==> config.mk <==
export PLATFORM = sky130hd
export DESIGN_NAME = floppy_pwm_decoder
export DESIGN_NICKNAME = d
export VERILOG_FILES = /design/src/rtl/floppy_pwm_decoder.sv
export SDC_FILE = /design/constraint.sdc
export NUM_CORES = 1
export LEC_CHECK = 0
export CORE_ASPECT_RATIO = 1.75
export CORE_MARGIN = 3
export CORE_UTILIZATION = 45
export CTS_BUF_LIST = sky130_fd_sc_hd__clkbuf_8
export CTS_CLUSTER_SIZE = 24
export DETAILED_ROUTE_END_ITERATION = 16
export PLACE_DENSITY = 0.68
export SLEW_MARGIN = 20
export SYNTH_ARGS = -nofsm -noshare
export SYNTH_HDL_FRONTEND = slang
export SYNTH_SLANG_ARGS = --single-unit
==> constraint.sdc <==
create_clock -name clk -period 2.1 [get_ports clk]
set_clock_uncertainty 0.2 [all_clocks]
set_input_delay 0.315 -clock clk [delete_from_list [all_inputs] [get_ports clk]]
set_output_delay 0.315 -clock clk [all_outputs]
set_load 0.005 [all_outputs]
==> src/rtl/floppy_pwm_decoder.sv <==
// -----------------------------------------------------------------------------
// floppy_pwm_decoder
//
// Recovers an 8-bit PCM level from a single-bit PWM audio stream. Each PWM
// frame begins at a rising edge of pwm_in. The decoder measures the frame's
// high time and length, and can optionally smooth the result with a
// first-order IIR filter. A line with no rising edges for TIMEOUT cycles is
// declared stalled. The decoder then reports idle with a full-scale level if
// the line is stuck high, or a zero level if it is stuck low.
//
// Parameters
//   AVG_SHIFT  IIR smoothing strength. 0 gives the raw frame value.
//              N gives an accumulator of 8+N bits.
//   TIMEOUT    Cycles since the last rising edge before the line is
//              declared stalled. Legal range is 4..255.
//
// Ports
//   clk           system clock; all logic updates on the rising edge
//   reset_n       synchronous active-low reset
//   pwm_in        PWM audio line; may be asynchronous to clk
//   sample        recovered level; held between strobes
//   sample_valid  one-cycle strobe; sample and period were just updated
//   period        length in clk cycles of the last frame; 0 after a timeout
//   idle          high while no frame is being tracked
// -----------------------------------------------------------------------------
module floppy_pwm_decoder #(
  parameter int unsigned AVG_SHIFT = 0,
  parameter int unsigned TIMEOUT   = 127
) (
  input  logic       clk,
  input  logic       reset_n,
  input  logic       pwm_in,
  output logic [7:0] sample,
  output logic       sample_valid,
  output logic [7:0] period,
  output logic       idle
);

  localparam int unsigned ACC_W       = 8 + AVG_SHIFT;
  localparam logic [7:0]  TIMEOUT_CNT = 8'(TIMEOUT);

  // IDLE: no frame tracked.
  // SYNC: first (partial) frame after idle; it is discarded.
  // RUN:  every rise closes a complete frame.
  typedef enum logic [1:0] {
    ST_IDLE = 2'd0,
    ST_SYNC = 2'd1,
    ST_RUN  = 2'd2
  } state_t;

  // ---------------------------------------------------------------------------
  // State and output registers
  // ---------------------------------------------------------------------------
  state_t             state_q, state_d;
  logic               s1_q, s1_d;
  logic               s2_q, s2_d;
  logic               s3_q, s3_d;
  logic [7:0]         per_cnt_q, per_cnt_d;
  logic [7:0]         hi_cnt_q, hi_cnt_d;
  logic [ACC_W-1:0]   acc_q, acc_d;
  logic               valid_q, valid_d;
  logic [7:0]         period_q, period_d;
  logic               idle_q, idle_d;

  // Combinational helpers
  logic               rise;
  logic [7:0]         per_cnt_inc;
  logic [7:0]         hi_cnt_inc;
  logic [ACC_W-1:0]   acc_filt;

  // ---------------------------------------------------------------------------
  // Next-state logic
  // ---------------------------------------------------------------------------
  // NOTE: every signal assigned in this block gets a default value first.
  // This keeps any path from holding an old value, so no latches are inferred.
  always_comb begin
    // s1/s2 resynchronise the asynchronous line. s3 holds the previous
    // synchronised value, so a rise is detected in the first cycle s2 reads 1.
    s1_d = pwm_in;
    s2_d = s1_q;
    s3_d = s2_q;
    rise = s2_q & ~s3_q;

    // Saturating increments keep a stalled line from wrapping the counters
    // back into a plausible frame length.
    per_cnt_inc = (per_cnt_q == 8'hFF) ? 8'hFF : per_cnt_q + 8'd1;
    hi_cnt_inc  = (hi_cnt_q  == 8'hFF) ? 8'hFF : hi_cnt_q  + 8'd1;

    // First-order IIR: acc tracks raw << AVG_SHIFT in steady state. When
    // AVG_SHIFT is 0 this reduces to acc = raw. The subtraction never goes
    // below zero, and the sum never overflows the 8+AVG_SHIFT bits, even
    // after an all-ones timeout load.
    acc_filt = acc_q - (acc_q >> AVG_SHIFT) + ACC_W'(hi_cnt_q);

    // The rise cycle is cycle 1 of the new frame. s2 is 1 there, so the
    // high count also restarts at 1.
    if (rise) begin
      per_cnt_d = 8'd1;
      hi_cnt_d  = 8'd1;
    end else begin
      per_cnt_d = per_cnt_inc;
      hi_cnt_d  = s2_q ? hi_cnt_inc : hi_cnt_q;
    end

    state_d  = state_q;
    valid_d  = 1'b0;
    period_d = period_q;
    idle_d   = idle_q;
    acc_d    = acc_q;

    unique case (state_q)
      ST_IDLE: begin
        // Leaving idle only arms tracking. The frame now starting is partial
        // from the decoder's point of view, so nothing is reported yet.
        if (rise) begin
          state_d = ST_SYNC;
          idle_d  = 1'b0;
        end
      end

      ST_SYNC, ST_RUN: begin
        if (rise) begin
          // Close the frame using the counter values from before the restart.
          // A rise on the same cycle as the timeout match takes priority.
          state_d  = ST_RUN;
          valid_d  = 1'b1;
          period_d = per_cnt_q;
          acc_d    = acc_filt;
        end else if (per_cnt_q == TIMEOUT_CNT) begin
          // Stalled line: report the level it is stuck at, bypassing the
          // filter, so the output settles at once rather than decaying.
          state_d  = ST_IDLE;
          valid_d  = 1'b1;
          period_d = 8'd0;
          idle_d   = 1'b1;
          acc_d    = s2_q ? {ACC_W{1'b1}} : {ACC_W{1'b0}};
        end
      end

      default: begin
        state_d = ST_IDLE;
        idle_d  = 1'b1;
      end
    endcase
  end

  // ---------------------------------------------------------------------------
  // Registers
  // ---------------------------------------------------------------------------
  // NOTE: sequential state uses non-blocking assignments. All flops then
  // sample their inputs from the same clock edge, regardless of statement order.
  always_ff @(posedge clk) begin
    if (!reset_n) begin
      state_q   <= ST_IDLE;
      s1_q      <= 1'b0;
      s2_q      <= 1'b0;
      s3_q      <= 1'b0;
      per_cnt_q <= 8'd0;
      hi_cnt_q  <= 8'd0;
      acc_q     <= '0;
      valid_q   <= 1'b0;
      period_q  <= 8'd0;
      idle_q    <= 1'b1;
    end else begin
      state_q   <= state_d;
      s1_q      <= s1_d;
      s2_q      <= s2_d;
      s3_q      <= s3_d;
      per_cnt_q <= per_cnt_d;
      hi_cnt_q  <= hi_cnt_d;
      acc_q     <= acc_d;
      valid_q   <= valid_d;
      period_q  <= period_d;
      idle_q    <= idle_d;
    end
  end

  // ---------------------------------------------------------------------------
  // Outputs: all come straight from registers
  // ---------------------------------------------------------------------------
  assign sample       = acc_q[AVG_SHIFT +: 8];
  assign sample_valid = valid_q;
  assign period       = period_q;
  assign idle         = idle_q;

endmodule

==> results of run 1 <==
Yosys cell counts:
library cell,count
a311oi_1,3
and2_1,4
o21a_2,1
nor3_1,8
inv_1,15
nand2_1,14
a22oi_1,8
o21ai_1,6
nor4_1,1
a21boi_0,2
nor2_1,23
nand4_4,1
xnor2_1,5
nor3_4,1
o21ai_2,2
o21ai_0,4
mux2i_1,3
mux2_2,1
a21oi_1,21
o21bai_1,1
or4_1,1
inv_2,2
nand3_1,6
o21a_1,1
a2bb2oi_1,1
and3_1,4
nand2_4,1
a31oi_1,1
buf_2,2
nand4b_1,1
a31o_2,1
a21o_1,3
o221a_1,1
clkbuf_1,4
nand4_1,3
o211ai_1,4
and4_1,2
a211oi_1,3
o31a_1,2
buf_4,2
nor2b_1,1
xor2_1,1
ha_1,20
dfxtp_1,39
worst max-delay path: cells and delay by family (launching register included):
kind | cells | cell delay, ns
AOI/OAI and AO/OA | 3 | 0.47
adders and majority gates | 2 | 0.36
DFF | 1 | 0.33
and+or+nand+nor | 2 | 0.32
buffers and inverters | 2 | 0.19
through the flow:
stage                     area (sq um)  hold WS, ns  utilization
after CTS                         2440        0.259        0.576
after global routing              2450        0.266        0.579
after floorplan                   2030        0.212            -
final                             2450        0.246        0.579
after global placement            2350        0.230        0.556
after detailed placement          2350        0.236        0.556
power by group through the flow:
stage / Clock (W) / Sequential (W) / Combinational, W
4_1_cts: 0.000507 / 0.000777 / 0.000182
2_1_floorplan: 0 / 0.000791 / 0.000122
3_3_place_gp: 0 / 0.000794 / 0.000179
5_1_grt: 0.000538 / 0.000780 / 0.000204
3_5_place_dp: 0 / 0.000794 / 0.000181
6_report: 0.000493 / 0.000777 / 0.000181
layer usage:
metal  share of wire  vias to the layer above  GRT usage  wire, microns
li1                -                      880          -              -
met1            0.40                      825      0.184           1870
met2            0.55                       26      0.359           2560
met3           0.032                        7     0.0410            149
met4           0.014                        0     0.0870             67
met5               0                        -          0              0
how the worst max path moves through the flow:
stage           startpoint         to  cells past startpoint  slack [ns]
6_report       hi_cnt_q[0]  sample[6]                      9        0.11
3_5_place_dp   hi_cnt_q[0]  sample[5]                      9        0.08
4_1_cts        hi_cnt_q[0]  sample[5]                      9        0.05
5_1_grt        hi_cnt_q[0]  sample[6]                      9      0.0008
3_3_place_gp   hi_cnt_q[0]  sample[5]                      9        0.12
2_1_floorplan  hi_cnt_q[0]  sample[5]                      9       0.009
kinds of logic after synthesis:
logic type                 after synthesis  synth area share
and+or+nand+nor                         71             0.184
AOI/OAI and AO/OA                       65             0.210
DFF                                     39             0.385
buffers and inverters                   25            0.0512
adders and majority gates               20             0.123
xor gates and xnor gates                 6            0.0259
muxes                                    4            0.0204
final cells by class:
type,count,area [sq um],area share
clock buffer,5,68.8,0.0281
sequential,39,782,0.319
timing repair buffer,33,298,0.122
inverter,17,63.8,0.0260
multi-input combinational,166,1160,0.473
tap,49,61.3,0.0250
clock inverter,3,16.3,0.00664
state kept, by name (all words and copies together), names as in the netlist:
name,cells
hi_cnt_q,8
per_cnt_q,8
period,8
sample,8
state_q,2
idle,1
s1_q,1
s2_q,1
s3_q,1
sample_valid,1
timing repair:
item	CTS	global route
hold buffers	0	0
gates resized for setup	0	4
endpoints found under the setup margin	0	3
==> results.toml, run 1 <==
[floorplan]
rows = 31
dieHeight_microns = 94.8
initial_core_util = 0.479
io_pins = 21
die_area_sq_um = 5380
core_region_area_sq_um = 4230
die_w_microns = 56.7

[setup_path]
r2r-end = "sample[6]"
critPathMaxStageDelay_ns = 0.33
cp.arrival_ns = 1.97
cp-start-kind = "register"
critPathMostFrequentCell = "ha_1"
rrSetupSlack_ns = 0.11
critPathSlowestCell = "dfxtp_1"
endpoint_kind = "register"
cp_max_fo = 4
reg2reg_depth = 9
cp_cell_sequence = "inv_1, ha_1, buf_4, ha_1, nor2_1, o21ai_2, nand3_1, a211oi_1, o31a_1"
crit_required_ns = 2.08
crit_type = "reg2reg"
r2r_start = "hi_cnt_q[0]"

[power_and_ir_drop]
ir_drop_v = 0.000535
design_power_total_w = 0.00145
p_leak_nw = 1.02
power_density_nw_per_um2 = 592
intPower_w = 0.00107
seqPwrFrac = 0.536
p_sw_w = 0.000378
clkPwrFrac = 0.339
power_frac_comb = 0.125
p_sw_frac = 0.260

[synthesis]
synth_seq_cells = 39
synth_top_area_frac = 0.385
syn_inst = 230
yosysSeqAreaShare = 0.385
synth_area_leaders = "dfxtp_1 39%, ha_1 12%, a21oi_1 5.2%, nor2_1 4.3%, a22oi_1 3.0%"
avgSynthCellArea_sq_um = 8.81
yosys_warnings = 0
synthesis.area_sq_um = 2030
synth_fp_nets = 253
yosys.area.top_type = "dfxtp_1"
ys_types = 44

[run_status]
status = "complete, no violations"

[placement]
hpwlAfterDp_mm = 3.56
port_buffers = 20
placed_cells = 304
place_ws_ns = 0.0754
gp_congestion = 0.804

[sta]
min_period_ns = 1.99
fin_setup_tns_ns = 0
post-route-period-util = 0.947
max_slew_margin = 0.656
setup_ws_ns = 0.112
fmax_mhz = 503
hold_violations = 0
final-setup-viol-count = 0
tightestPinTransition_ns = 0.515
slew_viol_final = 0
rsz0062_at_grt = "no"

[layout]
final_cells = 312
final_cell_mix = "38 x dfxtp_1, 23 x nor2_1, 20 x a21oi_1, 20 x ha_1, 20 x clkdlybuf4s50_1"
synthToLayoutAreaGrowth_pct = 20.9
diodes = 0
final_common_cell = "dfxtp_1"
drive_gt1_frac = 0.133
n_fill_cell = 384
fin_nets = 285

[clocking]
cts_tree = "built"
numCtsBuffers = 5
post_cts_buffers = 0
cts.clk_slew.worst_paths_ns = 0.08
insertion_delay_ns = 0.30
root_buffer = "clkbuf_8"
htree_num_levels = 2
clk_path_buf_depth = 2
cts_num_sinks = 39

[route]
wl_mm = 4.65
drtIter0Drc = 46
drc = 0
dr.pass1.iters = 4
ant_nets = 0
via_per_inst = 5.57
avgRoutedWirePerCell_microns = 14.9
vias = 1738

[worst_hold_path]
hold_path_class = "reg2reg"
worst_hold_path.endpoint = "s2_q"
whs_path_depth = 1
min_from = "s1_q"

[grt]
grt_first_pass_wirelength_mm = 7.87
antenna_found_initial = 0
grt-ovfl-total = 0
grt_max_degree = 18
grt_pass1_vias = 1728
grtUsageTotal = 0.186

[run]
cap_violations = 0
Power figures use the tool's default switching activity.
==> inputs of run 2 (changes only) <==
--- a/config.mk
+++ b/config.mk
@@ -11,7 +11,9 @@
 export CTS_BUF_LIST = sky130_fd_sc_hd__clkbuf_8
 export CTS_CLUSTER_SIZE = 24
 export DETAILED_ROUTE_END_ITERATION = 16
+export MAX_ROUTING_LAYER = met4
 export PLACE_DENSITY = 0.68
+export RECOVER_POWER = 100
 export SLEW_MARGIN = 20
 export SYNTH_ARGS = -nofsm -noshare
 export SYNTH_HDL_FRONTEND = slang
==> run 2 against run 1 <==
Effect of this change: wire length decreased by 0.82%; utilization decreased by 0.15 points; via count fell by 0.63%; clock power about the same; highest routed layer unchanged; sequential share of layout area is 0.13 points higher.
==> results.toml, run 2 (same netlist as run 1, synthesis figures left out) <==
[placement]
place_area_sq_um = 2350
hpwlAfterDp_mm = 3.56
placed_cells = 304
port_buffers = 20
gp_congestion = 0.816

[grt]
grt_max_degree = 18
antenna_found_initial = 0
grtUsageTotal = 0.192
grt_first_pass_wirelength_mm = 7.88
grt_pass1_vias = 1725
grt-ovfl-total = 0

[sta]
fin_setup_tns_ns = 0
hold_violations = 0
max_slew_margin = 0.658
slew_viol_final = 0
post-route-period-util = 0.949
tightestPinTransition_ns = 0.512
fin_hold_ws_ns = 0.248
fmax_mhz = 502
min_period_ns = 1.99
rsz0062_at_grt = "no"
final-setup-viol-count = 0

[layout]
final_cell_mix = "37 x dfxtp_1, 23 x nor2_1, 20 x a21oi_1, 20 x ha_1, 18 x dlygate4sd3_1"
final_area_sq_um = 2440
diodes = 0
drive_gt1_frac = 0.129
final_cells = 312
synthToLayoutAreaGrowth_pct = 20.6
fin_nets = 285
final_common_cell = "dfxtp_1"

[setup_path]
crit_required_ns = 2.08
cp-start-kind = "register"
reg2reg_depth = 9
endpoint_kind = "register"
cp_cell_sequence = "inv_1, ha_1, buf_4, ha_1, nor2_1, o21ai_2, nand3_1, a211oi_1, o31a_1"
worst-path-stages = 9
cp_max_fo = 4
critPathSlowestCell = "dfxtp_1"
r2r-end = "sample[6]"
cp.arrival_ns = 1.97
rrSetupSlack_ns = 0.11
critPathBufInv = 2
crit_family = "compound AO/OA/AOI/OAI gates"
crit_type = "reg2reg"
critPathMostFrequentCell = "ha_1"
critPathMaxStageDelay_ns = 0.33
r2r_start = "hi_cnt_q[0]"

[run]
cap_violations = 0

[power_and_ir_drop]
p_leak_nw = 1.07
ir_drop_v = 0.000535
power_density_nw_per_um2 = 590

[floorplan]
io_pins = 21
rows = 31
dieHeight_microns = 94.8
die_area_sq_um = 5380
die_w_microns = 56.7
initial_core_util = 0.479
core_region_area_sq_um = 4230

[route]
vias = 1727
dr.pass1.iters = 5
via_per_inst = 5.54
avgRoutedWirePerCell_microns = 14.8
drc = 0
met2_length_mm = 2.54
wl_mm = 4.61
drtIter0Drc = 29
ant_nets = 0
dr_wl_met3_microns = 143
routedLengthMet1_mm = 1.86
top_layer_used = "met4"

[clocking]
post_cts_buffers = 0
insertion_delay_ns = 0.30
htree_num_levels = 2
clk_path_buf_depth = 2
ctsResizeCount = 0
cts.clk_slew.worst_paths_ns = 0.08
cts_num_sinks = 39
postCtsHoldBufs = 0
root_buffer = "clkbuf_8"
cts_tree = "built"
numCtsBuffers = 5

[run_status]
status = "complete, no violations"

[worst_hold_path]
min_from = "s1_q"
hold_path_class = "reg2reg"
whs_path_depth = 1
worst_hold_path.endpoint = "s2_q"
==> run 2: cell types whose count changed in the layout (fill, tap and decap cells not counted), sizes merged <==
cell and change:
clkdlybuf4s50 -18, dlygate4sd3 +18, buf -1, clkbuf +1
==> run 2: area by class of cell <==
type | count | area, sq um
repair buffers | 33 | 294
inverters | 17 | 63.8
fillers | 387 | 1780
multi-input cells | 166 | 1160
flip-flops and latches | 39 | 783
clock inverters | 3 | 16.3
well taps | 49 | 61.3
clock buffers | 5 | 68.8
==> run 2: stage by stage <==
step	worst slack, ns	total power (W)	utilization
5_1_grt	0.000627	0.00152	0.578
6_report	0.108	0.00144	0.578
3_3_place_gp	0.116	0.000972	0.556
4_1_cts	0.0502	0.00147	0.576
3_5_place_dp	0.0754	0.000975	0.556
2_1_floorplan	0.00855	0.000914	-
==> run 2: per-layer routing <==
| layer | global-route usage | up-vias |
|---|---|---|
| met5 | - | - |
| met4 | 0.0870 | 0 |
| met3 | 0.0383 | 8 |
| met2 | 0.359 | 29 |
| met1 | 0.187 | 809 |
| li1 | - | 881 |
==> run 2: how the worst max path moves through the flow <==
stage / from / to / slack [ns]
6_report: hi_cnt_q[0] / sample[6] / 0.11
5_1_grt: hi_cnt_q[0] / sample[6] / 0.0006
4_1_cts: hi_cnt_q[0] / sample[5] / 0.05
3_5_place_dp: hi_cnt_q[0] / sample[5] / 0.08
3_3_place_gp: hi_cnt_q[0] / sample[5] / 0.12
2_1_floorplan: hi_cnt_q[0] / sample[5] / 0.009
==> run 2: where the power goes <==
group,internal (W),switching (W),leakage (nW)
clock network,0.000227,0.000265,0.0453
logic,0.0000800,0.0000933,0.710
registers,0.000761,0.0000164,0.317
total,0.00107,0.000375,1.07
